--- src/rtl/fetch_unit.sv ---
// fetch_unit: instruction fetch front end.
// Issues one-cycle-latency reads at pc, buffers the returned word when the
// decode slot is still occupied, and presents instructions on IR/ir_pc with a
// valid/ready handshake. A redirect flushes everything and restarts at
// redirect_pc. One instruction per two cycles when memory and decode never stall.
module fetch_unit #(
  parameter logic [15:0] RESET_PC = 16'h0000
) (
  input  logic        CLK,
  input  logic        reset,
  input  logic [15:0] mem_data,
  input  logic        mem_busy,
  output logic        MemRead,
  output logic [15:0] ADDR,
  input  logic        ir_ready,
  output logic [15:0] IR,
  output logic [15:0] ir_pc,
  output logic        ir_valid,
  input  logic        redirect,
  input  logic [15:0] redirect_pc
);

  // REQ: may issue a read; WAIT: read data is on mem_data this cycle;
  // HOLD: returned word parked in the buffer until the output slot frees up.
  localparam logic [1:0] ST_REQ  = 2'd0;
  localparam logic [1:0] ST_WAIT = 2'd1;
  localparam logic [1:0] ST_HOLD = 2'd2;

  logic [1:0]  state_q,    state_d;
  logic [15:0] pc_q,       pc_d;
  logic [15:0] buf_q,      buf_d;
  logic [15:0] buf_pc_q,   buf_pc_d;
  logic [15:0] ir_q,       ir_d;
  logic [15:0] ir_pc_q,    ir_pc_d;
  logic        ir_valid_q, ir_valid_d;

  logic        slot_free;

  // The output slot can take a new word if it is empty or being consumed now.
  assign slot_free = !ir_valid_q || ir_ready;

  // Read request is purely combinational so a redirect or reset in the same
  // cycle suppresses it; memory is never asked for a word we would discard.
  assign MemRead = (state_q == ST_REQ) && !mem_busy && !redirect && !reset;

  assign ADDR     = pc_q;
  assign IR       = ir_q;
  assign ir_pc    = ir_pc_q;
  assign ir_valid = ir_valid_q;

  // Next-state logic: redirect wins over everything, then per-state behaviour.
  always_comb begin
    state_d    = state_q;
    pc_d       = pc_q;
    buf_d      = buf_q;
    buf_pc_d   = buf_pc_q;
    ir_d       = ir_q;
    ir_pc_d    = ir_pc_q;
    ir_valid_d = ir_valid_q;

    if (redirect) begin
      // Flush: any word in flight or buffered is dropped, and the current IR
      // is invalidated whether or not decode took it this cycle.
      pc_d       = redirect_pc;
      ir_valid_d = 1'b0;
      buf_d      = 16'h0000;
      buf_pc_d   = 16'h0000;
      state_d    = ST_REQ;
    end else begin
      case (state_q)
        ST_REQ: begin
          if (ir_valid_q && ir_ready) begin
            ir_valid_d = 1'b0;
          end
          if (MemRead) begin
            state_d = ST_WAIT;
          end
        end

        ST_WAIT: begin
          // Data for pc_q is on mem_data now; always capture it and advance pc.
          buf_d    = mem_data;
          buf_pc_d = pc_q;
          pc_d     = pc_q + 16'd1;
          if (slot_free) begin
            ir_d       = mem_data;
            ir_pc_d    = pc_q;
            ir_valid_d = 1'b1;
            state_d    = ST_REQ;
          end else begin
            state_d = ST_HOLD;
          end
        end

        ST_HOLD: begin
          // Buffer is frozen here; mem_data is ignored until we go back to REQ.
          if (slot_free) begin
            ir_d       = buf_q;
            ir_pc_d    = buf_pc_q;
            ir_valid_d = 1'b1;
            state_d    = ST_REQ;
          end
        end

        default: begin
          state_d = ST_REQ;
        end
      endcase
    end
  end

  // State registers; reset clears everything immediately and restarts at RESET_PC.
  always_ff @(posedge CLK or posedge reset) begin
    if (reset) begin
      state_q    <= ST_REQ;
      pc_q       <= RESET_PC;
      buf_q      <= 16'h0000;
      buf_pc_q   <= 16'h0000;
      ir_q       <= 16'h0000;
      ir_pc_q    <= 16'h0000;
      ir_valid_q <= 1'b0;
    end else begin
      state_q    <= state_d;
      pc_q       <= pc_d;
      buf_q      <= buf_d;
      buf_pc_q   <= buf_pc_d;
      ir_q       <= ir_d;
      ir_pc_q    <= ir_pc_d;
      ir_valid_q <= ir_valid_d;
    end
  end

endmodule

--- config.mk ---
export PLATFORM = sky130hd
export DESIGN_NAME = fetch_unit
export DESIGN_NICKNAME = d
export VERILOG_FILES = /design/src/rtl/fetch_unit.sv
export SDC_FILE = /design/constraint.sdc
export NUM_CORES = 1
export LEC_CHECK = 0
export BUFFER_PORTS_ARGS = -buffer_cell sky130_fd_sc_hd__buf_4
export CORE_MARGIN = 5
export CORE_UTILIZATION = 42
export DETAILED_ROUTE_END_ITERATION = 7
export GPL_ROUTABILITY_DRIVEN = 0
export PLACE_DENSITY = 0.71
export SLEW_MARGIN = 20
export SYNTH_ARGS = -nofsm -noshare
export SYNTH_HDL_FRONTEND = slang
export SYNTH_SLANG_ARGS = --single-unit
--- constraint.sdc ---
create_clock -name CLK -period 3.59 [get_ports CLK]
set_input_delay 0.718 -clock CLK [delete_from_list [all_inputs] [get_ports CLK]]
set_output_delay 0.718 -clock CLK [all_outputs]
set_load 0.03 [all_outputs]
==> summary.md, run 1 <==
| Metric | Value |
|---|---|
| Final std cells w/o fill | 557 |
| Relative slew slack | 0.509 |
| DIE AREA | 0.0112 mm^2 |
| Clk pin slew, worst setup/hold paths | 0.09 ns |
| Finished Core Util | 0.525 |
| Hold_buf cts | 0 |
| DR WL/cell | 15.2 um |
| Yosys top cell area share | 0.539 |
| Ys Warns | 0 |
| Prevailing post-synth register cell | dfrtp_1 |
| Layout cell share with drive strength beyond 1 | 0.258 |
| IR drop worst, VDD | 0.000231 V |
| Worst min path class | reg -> reg |
| Fin area | 0.00478 mm^2 |
| Yosys cell types | 31 |
| Nature of the critical path endpoint | output port |
| Slack of the critical path | 1.03 ns |
| Via-per-instance ratio | 5.18 |
| Initial core utilization | 0.423 |
| Worst path max stage delay | 0.56 ns |
| Cell Area, Placed | 0.00458 mm^2 |
| HPWL after detailed placement | 5.83 mm |
| Die height | 106 um |
| Mapped Area | 0.00385 mm^2 |
| Clock skew | 0.0132 ns |
| Most common cell after layout, fill and taps aside | buf_4 |
| Port bufs | 86 |
| Post-route ant nets | 0 |
| Synth async-reset ratio | 1.00 |
| Final setup viols | 0 |
| CTS tree | yes |
| Count of flip-flops with a built-in enable after synthesis | 0 |
| Fin nets | 482 |
| Gr usage total | 0.161 |
| Register area share after synthesis | 0.539 |
| Post-Syn Instances | 361 |
| Core area | 0.00911 mm^2 |
| DRT iter0 DRCs | 129 |
| Post-CTS Resized | 0 |
| Final hold violation count | 0 |
| P&R area growth vs syn | 24.2% |
| Post CTS Setup Buffer Count | 0 |
| Power per cell area | 541 mW/mm^2 |
| Static Leak | 2.16 nW |
| Slowest CP cell | nor4b_1 |
| Synthesized flop and latch total | 83 |
| Worst hold slack | 0.484 ns |
| Worst EP required | 2.87 ns |
| Max_cap viols | 0 |
| Run status | complete, no violations |
| Post-Syn Nets | 402 |
| Ranking of synthesized cells by area | dfrtp_1 (54%), mux2i_1 (17%), nand2_1 (4.8%) |
| CTS root buffer | clkbuf_8 |
| 1st-pass router iterations | 4 |
| Worst-skew pair later-pin latency | 0.34 ns |
| Worst EP arrival | 1.84 ns |
| Fillers | 863 |
| Yosys top cell by area | dfrtp_1 |
| Crit-path most repeated cell | buf_4 |
| CTS Buffer Depth | 2 |
| Most frequent cells in the layout | buf_4 (91), dfrtp_1 (83), mux2i_1 (65) |
| Overflow after GRT | 0 |
| Largest net degree at the start of global routing | 65 |
| Max Fclk | 0.391 GHz |
| Row cnt | 35 |
| First-pass GRT wire length | 14.5 mm |
| Cells after DPL | 541 |
| Startpoint types | input port |
| Ports | 87 |
| CTS Buf Count | 9 |
| DIE WIDTH | 106 um |
| Worst-margin pin slew | 0.736 ns |
| H-tree levels | 3 |
| Tot Pwr | 2.58 mW |
| RSZ-0062 raised after global routing | no |
| Fin crit period | 2.56 ns |
| Routed via count | 2885 |
| Kind of critical path | in -> out |
| Fin crit share | 0.713 |
| Worst slack, placed | 0.960 ns |
| Mapped Avg Cell Area | 10.7 um^2 |
| Pins Over Slew Limit | 0 |
| Vias in the first global route | 2955 |
| Post-route setup TNS | 0 ns |
| TritonCTS sink count | 83 |
| Crit path max fanout | 64 |
| Crit-path cells | buf_4, nor4b_1, buf_4 |
| Initial antenna violation count | 0 |
| DRC errors left | 0 |
| Routed WL | 8.45 mm |
| Ant diodes | 0 |
final cells by class:
cell class,instances,area [um^2],share of cell area
flip-flops and latches,83,2080,0.434
multi-input cells,249,1650,0.346
repair buffers,91,683,0.143
clock buffers,11,141,0.0296
well taps,111,139,0.0290
inverters,7,27.5,0.00576
clock inverters,5,60.1,0.0126
final timing paths:
kind / start / to / slack [ns] / depth (start not counted)
setup / recovery: redirect / MemRead / 1.03 / 3
hold / removal: IR[2] / IR[2] / 0.48 / 2
setup reg to reg: state_q[1] / IR[12] / 1.32 / 6
hold reg to reg: IR[2] / IR[2] / 0.48 / 2
max in group asynchronous: reset / IR[7] / 2.25 / 3
min in group asynchronous: reset / state_q[1] / 0.49 / 2
Yosys cell counts, types with 2 or more instances:
| master | count |
|---|---|
| and3_1 | 4 |
| buf_2 | 13 |
| clkbuf_1 | 9 |
| dfrtp_1 | 83 |
| ha_1 | 4 |
| inv_1 | 7 |
| mux2_2 | 2 |
| mux2i_1 | 65 |
| nand2_1 | 49 |
| nand2b_1 | 2 |
| nand3_1 | 2 |
| nand4_1 | 7 |
| nor2_1 | 38 |
| nor4_2 | 2 |
| o21ai_0 | 34 |
| o21ai_1 | 13 |
| xnor2_1 | 6 |
| xor2_1 | 8 |
power by group:
part | total, mW | internal [mW] | switching (mW)
clock network | 0.675 | 0.344 | 0.332
logic | 0.723 | 0.277 | 0.447
registers | 1.19 | 1.07 | 0.111
total | 2.58 | 1.69 | 0.890
kinds of logic (layout without fill, tap and decap cells):
group           Yosys count  after routing  share of synthesized area
fa+ha+maj                 4              4                     0.0130
simple gates            110            110                      0.127
mux                      67             67                      0.175
xor+xnor                 14             14                     0.0318
flops                    83             83                      0.539
buf+inv                  29            114                     0.0325
compound gates           54             54                     0.0809
registers in the layout (all words and copies together), names as in the netlist:
register  cells
ADDR         16
state_q       2
buf_q        16
ir_valid      1
IR           16
buf_pc_q     16
ir_pc        16
worst max-delay path, delay by kind of cell:
| family | cells | cell delay, ns |
|---|---|---|
| buf+inv | 2 | 0.55 |
| simple gates | 1 | 0.56 |
per-layer routing:
| metal | wire (um) | global-route usage | part of all wire |
|---|---|---|---|
| met5 | 0 | 0 | 0 |
| met4 | 91 | 0.0611 | 0.011 |
| met3 | 504 | 0.0343 | 0.060 |
| met2 | 4010 | 0.256 | 0.48 |
| met1 | 3840 | 0.215 | 0.45 |
Note: power is estimated with default switching activity, not from simulation.
==> inputs of run 2 (changes only) <==
==> constraint.sdc (replaced) <==
create_clock -name CLK -period 2.45 [get_ports CLK]
set_input_delay 0.49 -clock CLK [delete_from_list [all_inputs] [get_ports CLK]]
set_output_delay 0.49 -clock CLK [all_outputs]
set_load 0.03 [all_outputs]
==> run 2 against run 1 <==
  * Global-route usage down 0.052 points
  * Routed wire length down 0.34%
  * Cell area up 2.1%
  * First-iteration DRC count down 43%
  * Count of clock-buffer cells in the layout down 2
  * Die area unchanged
  * Worst hold slack worse by 0.28 ns
  * Total power up 54%
  * Cell count up 0.90%
==> summary.md, run 2 (synthesis gave the netlist of run 1 again) <==
| Metric | Value |
|---|---|
| DR WL/cell | 15.0 um |
| Largest net degree at the start of global routing | 39 |
| Routed via count | 2839 |
| Initial antenna violation count | 0 |
| Nature of the critical path endpoint | output port |
| FF-to-FF Start | state_q[1] |
| R2R Path End | ADDR[13] |
| Static Leak | 2.20 nW |
| Slowest CP cell | dfrtp_1 |
| Overflow after GRT | 0 |
| Layout cell share with drive strength beyond 1 | 0.268 |
| DRC errors left | 0 |
| Power per cell area | 818 mW/mm^2 |
| Tot Pwr | 3.99 mW |
| Post-CTS Resized | 0 |
| IR drop worst, VDD | 0.000411 V |
| Row cnt | 35 |
| CTS Buffer Depth | 2 |
| Via-per-instance ratio | 5.05 |
| DRT iter0 DRCs | 74 |
| Fillers | 829 |
| Routed WL | 8.42 mm |
| Fin crit period | 2.18 ns |
| Final setup viols | 0 |
| Clk pin slew, worst setup/hold paths | 0.09 ns |
| Most common cell after layout, fill and taps aside | buf_4 |
| Startpoint types | flip-flop |
| Post CTS Setup Buffer Count | 0 |
| Port bufs | 86 |
| Worst-margin pin slew | 0.543 ns |
| DIE AREA | 0.0112 mm^2 |
| Post-route setup TNS | 0 ns |
| Max Fclk | 0.459 GHz |
| Run status | complete, no violations |
| Worst path max stage delay | 0.39 ns |
| Multi-input logic area | 0.00165 mm^2 |
| RSZ-0062 raised after global routing | no |
| Ant diodes | 0 |
| Die height | 106 um |
| Crit-path cells | inv_1, ha_1, nor4b_1, buf_4 |
| TritonCTS sink count | 83 |
| Fin crit share | 0.890 |
| Clock skew | 0.00971 ns |
| Gr usage total | 0.160 |
| Worst-skew pair later-pin latency | 0.35 ns |
| Hold_buf cts | 0 |
| CTS root buffer | clkbuf_8 |
| CTS Buf Count | 9 |
| Register-to-register setup slack | 0.49 ns |
| HPWL after detailed placement | 6.09 mm |
| Post-route ant nets | 0 |
| Core area | 0.00911 mm^2 |
| Fin nets | 487 |
| Worst min path class | in -> async |
| Reg2reg path depth | 6 |
| Crit path max fanout | 5 |
| DIE WIDTH | 106 um |
| Worst EP arrival | 1.69 ns |
| Cell Area, Placed | 0.00463 mm^2 |
| Max_cap viols | 0 |
| H-tree levels | 3 |
| Final hold violation count | 0 |
| P&R area growth vs syn | 26.7% |
| Vias in the first global route | 3001 |
| Kind of critical path | reg -> out |
| Pins Over Slew Limit | 0 |
| First-pass GRT wire length | 14.4 mm |
| Most frequent cells in the layout | buf_4 (95), dfrtp_1 (83), mux2i_1 (65) |
| Fin area | 0.00488 mm^2 |
| FF+latch area | 0.00208 mm^2 |
| Initial core utilization | 0.423 |
| Relative slew slack | 0.637 |
| CTS tree | yes |
| 1st-pass router iterations | 4 |
| Worst EP required | 1.96 ns |
| Ports | 87 |
-- run 2: how the worst max path moves through the flow --
| stage | from | end | slack [ns] | cells past startpoint |
|---|---|---|---|---|
| 3_3_place_gp | state_q[1] | ADDR[13] | 0.58 | 6 |
| 3_5_place_dp | state_q[1] | ADDR[13] | 0.48 | 6 |
| 6_report | state_q[0] | MemRead | 0.27 | 4 |
| 4_1_cts | state_q[0] | MemRead | 0.22 | 4 |
| 2_1_floorplan | redirect | MemRead | 0.12 | 2 |
| 5_1_grt | state_q[0] | MemRead | 0.08 | 4 |
-- run 2: per-layer routing --
layer	global-route usage	wire, um	vias up
li1	-	-	1409
met5	0	0	-
met4	0.0601	119	0
met1	0.198	3700	1349
met2	0.267	4110	70
met3	0.0441	489	11
-- run 2: power breakdown --
| part | internal, mW | switching (mW) |
|---|---|---|
| Combinational | 0.413 | 0.656 |
| Sequential | 1.57 | 0.152 |
| Clock | 0.684 | 0.512 |
| Total | 2.67 | 1.32 |
-- run 2: final cells by class --
cell class / count / area share
Sequential cell: 83 / 0.426
Clock buffer: 9 / 0.0254
Multi-Input combinational cell: 249 / 0.339
Timing Repair Buffer: 96 / 0.150
Tap cell: 111 / 0.0285
Clock inverter: 7 / 0.0254
Inverter: 7 / 0.00615
-- run 2: critical path, delay by kind of cell, from the launching register on --
family / cells / cell delay, ns
adder cells (fa/ha/maj): 1 / 0.25
buffers and inverters: 2 / 0.34
flip-flops: 1 / 0.39
AND/OR/NAND/NOR: 1 / 0.37
-- run 2: metrics by stage --
stage | worst slack (ns) | utilization | instances | hold WS, ns
floorplan | 0.124 | - | 361 | 0.486
detailed placement | 0.478 | 0.509 | 546 | 0.472
global placement | 0.576 | 0.509 | 546 | 0.463
CTS | 0.219 | 0.536 | 562 | 0.200
finish | 0.270 | 0.536 | 562 | 0.204
global route | 0.0765 | 0.536 | 562 | 0.220
